$ cat config.mk
export PLATFORM = sky130hd
export DESIGN_NAME = unfold_serializer
export DESIGN_NICKNAME = d
export VERILOG_FILES = /design/src/rtl/unfold_serializer.sv
export SDC_FILE = /design/constraint.sdc
export NUM_CORES = 1
export LEC_CHECK = 0
export CAP_MARGIN = 20
export CORE_UTILIZATION = 56
export CTS_CLUSTER_SIZE = 25
export DETAILED_ROUTE_END_ITERATION = 10
export PLACE_DENSITY = 0.84
export SKIP_CTS_REPAIR_TIMING = 1
export SYNTH_ARGS = -nofsm -noshare
export SYNTH_HDL_FRONTEND = slang
export SYNTH_SLANG_ARGS = --single-unit
export TNS_END_PERCENT = 10
$ cat constraint.sdc
create_clock -name CLK -period 3 [get_ports CLK]
set_input_delay 0.45 -clock CLK [delete_from_list [all_inputs] [get_ports CLK]]
set_output_delay 0.45 -clock CLK [all_outputs]
set_load 0.03 [all_outputs]
$ cat src/rtl/unfold_serializer.sv
`default_nettype none
// ============================================================================
// Module   : unfold_serializer
// Purpose  : Converts L-lane sample blocks from an unfolded IIR filter into a
//            serial stream. Up to DEPTH blocks are buffered in a circular
//            buffer. Each block is emitted one sample per cycle under a
//            valid/ready handshake. Every block carries its own lane-order
//            reversal flag.
// Ports    : CLK      - clock, rising edge
//            RST_n    - synchronous reset, ACTIVE-HIGH (1 resets)
//            DIN      - input block, lane k at DIN[k*NBIT +: NBIT], lane 0 oldest
//            VIN      - DIN valid
//            REV      - per-block flag, 1 = emit lanes LANES-1..0
//            RDY_IN   - buffer can accept a block this cycle
//            DOUT     - current serial sample (0 when VOUT=0)
//            VOUT     - DOUT valid
//            RDY_OUT  - downstream ready
//            FILL     - blocks held, including the partially emitted block
//            OVF      - sticky, set when a block was offered while full
//            SCNT     - samples transferred since reset, wraps at 2^32
// Revision : 1.0 - initial release
// ============================================================================
module unfold_serializer #(
  parameter int NBIT  = 16,
  parameter int LANES = 3,
  parameter int DEPTH = 4
) (
  input  logic                         CLK,
  input  logic                         RST_n,
  input  logic [LANES*NBIT-1:0]        DIN,
  input  logic                         VIN,
  input  logic                         REV,
  output logic                         RDY_IN,
  output logic [NBIT-1:0]              DOUT,
  output logic                         VOUT,
  input  logic                         RDY_OUT,
  output logic [$clog2(DEPTH+1)-1:0]   FILL,
  output logic                         OVF,
  output logic [31:0]                  SCNT
);

  localparam int PW = $clog2(DEPTH);
  localparam int LW = $clog2(LANES);
  localparam int FW = $clog2(DEPTH+1);
  localparam logic [LW-1:0] C_LAST_LANE = LW'(LANES-1);
  localparam logic [FW-1:0] C_FULL      = FW'(DEPTH);

  // Block storage. There is no reset on the contents because only the
  // pointers and FILL decide what is valid.
  logic [LANES*NBIT-1:0] mem_q [DEPTH];
  logic                  rev_mem_q [DEPTH];

  logic [PW-1:0] wp_q, wp_d;
  logic [PW-1:0] rp_q, rp_d;
  logic [LW-1:0] li_q, li_d;
  logic [FW-1:0] fill_q, fill_d;
  logic          ovf_q, ovf_d;
  logic [31:0]   scnt_q, scnt_d;

  logic          rdy_in;
  logic          vout;
  logic          wr;
  logic          xfer;
  logic          rel;
  logic [LANES*NBIT-1:0] head;
  logic          head_rev;
  logic [LW-1:0] sel;
  logic [NBIT-1:0] dout;

  // RDY_IN depends only on registered state. When the buffer is full, a block
  // is refused even if the head block is released in the same cycle.
  assign rdy_in   = (fill_q != C_FULL);
  assign vout     = (fill_q != '0);
  assign wr       = VIN && rdy_in && !RST_n;
  assign xfer     = vout && RDY_OUT;
  assign rel      = xfer && (li_q == C_LAST_LANE);

  assign head     = mem_q[rp_q];
  assign head_rev = rev_mem_q[rp_q];
  assign sel      = head_rev ? (C_LAST_LANE - li_q) : li_q;

  always_comb begin
    dout = '0;
    if (vout) begin
      for (int k = 0; k < LANES; k++) begin
        if (sel == LW'(k)) dout = head[k*NBIT +: NBIT];
      end
    end
  end

  always_comb begin
    wp_d   = wp_q;
    rp_d   = rp_q;
    li_d   = li_q;
    fill_d = fill_q;
    ovf_d  = ovf_q;
    scnt_d = scnt_q;

    if (wr) wp_d = wp_q + 1'b1;
    if (VIN && !rdy_in) ovf_d = 1'b1;

    if (xfer) begin
      scnt_d = scnt_q + 32'd1;
      if (li_q == C_LAST_LANE) begin
        li_d = '0;
        rp_d = rp_q + 1'b1;
      end else begin
        li_d = li_q + 1'b1;
      end
    end

    if (wr && !rel)      fill_d = fill_q + 1'b1;
    else if (rel && !wr) fill_d = fill_q - 1'b1;

    if (RST_n) begin
      wp_d   = '0;
      rp_d   = '0;
      li_d   = '0;
      fill_d = '0;
      ovf_d  = 1'b0;
      scnt_d = '0;
    end
  end

  always_ff @(posedge CLK) begin
    wp_q   <= wp_d;
    rp_q   <= rp_d;
    li_q   <= li_d;
    fill_q <= fill_d;
    ovf_q  <= ovf_d;
    scnt_q <= scnt_d;
  end

  always_ff @(posedge CLK) begin
    if (wr) begin
      mem_q[wp_q]     <= DIN;
      rev_mem_q[wp_q] <= REV;
    end
  end

  assign RDY_IN = rdy_in;
  assign VOUT   = vout;
  assign DOUT   = dout;
  assign FILL   = fill_q;
  assign OVF    = ovf_q;
  assign SCNT   = scnt_q;

endmodule
`default_nettype wire

==> impl_results.md <==
* Post-DR vias/cell at 6.04
* Main flop type after synthesis: edfxtp_1
* Final setup fails at 0
* TritonCTS Buffers at 25
* Critical path's largest stage delay at 0.54 ns
* Die area at 17,600 um^2
* Clock Sinks at 240
* Top cell type by total area after synthesis: edfxtp_1
* Worst reg2reg endpoint: FILL[2]$_SDFFE_PP0P_
* Placement Setup Slack at roughly 0.27 ns
* Fillers at between 1,000 and 1,500
* Reg-to-Reg Start: FILL[1]$_SDFFE_PP0P_
* Critical path endpoint: DOUT[14]
* Clk slew on worst S/H paths at 0.06 ns
* Mapped cell area at 9550 um^2
* TritonCTS clock tree: built
* Total Routing Usage GR at 23.3%
* Die height at approximately 130 um
* Crit path kind: flop to primary output
* # IOs at 107
* Synth top area share at 61.6%
* GRT overflow at 0
* P&R area growth vs syn at 24.0%
* Top-count cell post-synth: edfxtp_1
* VDD IR max at between 500 and 600 uV
* Post-synth cell types at 36
* Post-synth EDFFs at 196
* Static Leakage at approximately 3.8 nW
* Largest net degree at the start of global routing at 46
* Final core occ at a little under three quarters
* First-pass GRT wire length at 31,500 um
* Commonest cells in the netlist: 196 x edfxtp_1, 49 x mux4_2, 44 x dfxtp_1
* CTS H-tree lvls at 1
* Worst Path Arrival at 2.48 ns
* Final TNS setup at 0 ns
* Starting Density at between 50% and 60%
* Share of cells above drive strength 1 at between 10% and 20%
* Count of final hold-check violations at 0
* Worst Hold Class: flop to flop
* Hold Worst Slack at 0.480 ns
* # port buffers at between 100 and 150
* Initial drt markers at 409
* Drt pass-1 iters at 4
* Critical-path cell list: mux4_2 -> mux2i_2 -> buf_8 -> nand3_1 -> o21ai_1 -> buf_4
* Chip width at 133 um
* Status: completed
* Core box area at 16,600 um^2
* Fin worst setup slack at around 0.067 ns
* Root buf cell: clkbuf_16
* Reg2Reg Setup Slack at 0.45 ns
* Deepest clock path buffer count at 3
* Sequential area share after synthesis at 70.9%
* Vias in the first global route at 5,852
* Crit end category: primary output
* #FFs+latches synth at 240
* Worst slew margin at 62.2%
* Buffers & Inverters on Critical Path at 2
* CP Max Fanout at 32
* Tcrit/Tclk final at 97.8%
* Skew final at 0.00704 ns
* Crit. path cell count at 6
* Detail Placement HPWL at 12,400 um
* Yosys warnings at 0
* Slowest-stage cell, CP: mux4_2
* Max frequency at 341 MHz
* WL per Instance at ~21 um
* Critical path's top delay family: multiplexers
* Worst skew pair latency at 0.53 ns
* DRC at 0
* Routed Antenna Nets at 0
* Avg Cell Area, Syn at 16.6 um^2
* Register area at 6770 um^2
* Via count at 5,656
* Dpl cell area at 11,000 um^2
* Gpl congestion at 0.786
* Cell Pwr Density at 641 nW/um^2
* Area occupied by multi-input gates at 2610 um^2
* Syn nets at approximately 640
* Final wirelength at about 20,000 um
* Cells on worst reg2reg path at 9
* Row cnt at between 40 and 50
* Critical Path RT at ~2.6 ns
* Max Cap Viol at 0
* Post-Synthesis Cells at 575
* Tmin final at around 2.9 ns
* Initial antenna violation count at 0
* # diodes at 0
* Final #Nets at 760
* CP Launch Type: flop
* Fin area at approximately 12,000 um^2
* Max-slew violation total from the final report at 0
* Measured slew at the worst slew-check pin at approximately 0.57 ns
* Synth top area cells: edfxtp_1 62%, mux4_2 12%, dfxtp_1 9.2%
* Async set-reset flop share out of synthesis at 0%
==> cell families after synthesis <==
| logic type | Yosys count | synth area share [%] |
|---|---|---|
| muxes | 53 | 12.0 |
| AOI/OAI and AO/OA | 78 | 4.60 |
| buffers and inverters | 42 | 1.90 |
| DFF | 240 | 70.9 |
| xor gates and xnor gates | 16 | 1.47 |
| and+or+nand+nor | 136 | 7.77 |
| adders and majority gates | 10 | 1.39 |
==> flip-flops by register name, summed over array words and instances, names as in the netlist, named ones only <==
signal     count
FILL           3
OVF            1
SCNT          32
li_q           2
mem_q        192
rev_mem_q      4
rp_q           2
wp_q           2
==> placed cells by master (no fill, tap or decap), types with 3 or more instances in the layout <==
cell	count
clkbuf_16	25
o31ai_1	10
mux4_2	49
buf_12	10
and2_2	4
xor2_1	5
clkinv_2	5
inv_1	9
clkdlybuf4s50_1	90
bufinv_16	3
nor3_1	4
nand4_1	10
dfxtp_1	41
or4_1	10
o21ai_1	23
a21oi_1	39
nor4_1	5
edfxtp_1	196
or3_1	11
and4_1	4
ha_1	9
and3_1	17
buf_4	26
clkbuf_1	8
xnor2_1	11
nor2_1	26
nand3_1	25
nand2_1	15
==> power by group <==
group	switching, mW	total (mW)	internal (mW)	leakage [nW]
Clock	1.24	3.08	1.84	0.405
Sequential	0.0458	3.76	3.71	2.14
Combinational	0.463	0.753	0.290	1.27
Total	1.75	7.59	5.84	3.81
==> worst register-to-register path, cell delays in order, from the launching register on <==
cell and delay [ns]:
dfxtp_1 0.54, or3b_1 0.24, nand2_1 0.12, nor2_1 0.26
ha_1 0.23, inv_1 0.07, fa_1 0.38, xor2_1 0.18
or3_1 0.30, a21oi_1 0.16
==> area by class of cell <==
class | instances | share of cell area [%]
Inverter | 9 | 0.285
Sequential cell | 240 | 57.2
Timing Repair Buffer | 128 | 11.2
Multi-Input combinational cell | 293 | 22.0
Clock buffer | 34 | 5.65
Tap cell | 220 | 2.32
Clock inverter | 12 | 1.35
==> metrics by stage <==
stage	total power [mW]	instances
after floorplan	4.21	575
after CTS	7.64	931
after global routing	7.81	936
final	7.59	936
after detailed placement	4.56	885
after global placement	4.53	885
==> metal layers <==
layer / share of wire (%) / wire length [um] / global-route usage (%)
met5: 0 / 0 / 0
met4: 2.1 / 429 / 6.45
met3: 6.8 / 1370 / 4.56
met2: 51 / 10200 / 40.1
met1: 40 / 8020 / 30.6
==> worst min-delay path by stage <==
| stage | startpoint | endpoint | depth (start not counted) |
|---|---|---|---|
| after detailed placement | OVF$_SDFFE_PP0P_ | OVF$_SDFFE_PP0P_ | 2 |
| after global placement | OVF$_SDFFE_PP0P_ | OVF$_SDFFE_PP0P_ | 2 |
| final | OVF$_SDFFE_PP0P_ | OVF$_SDFFE_PP0P_ | 2 |
| after CTS | OVF$_SDFFE_PP0P_ | OVF$_SDFFE_PP0P_ | 2 |
| after floorplan | wp_q[1]$_SDFFE_PP0P_ | wp_q[1]$_SDFFE_PP0P_ | 2 |
| after global routing | OVF$_SDFFE_PP0P_ | OVF$_SDFFE_PP0P_ | 2 |
No activity file was read; power rests on OpenSTA's default activity.
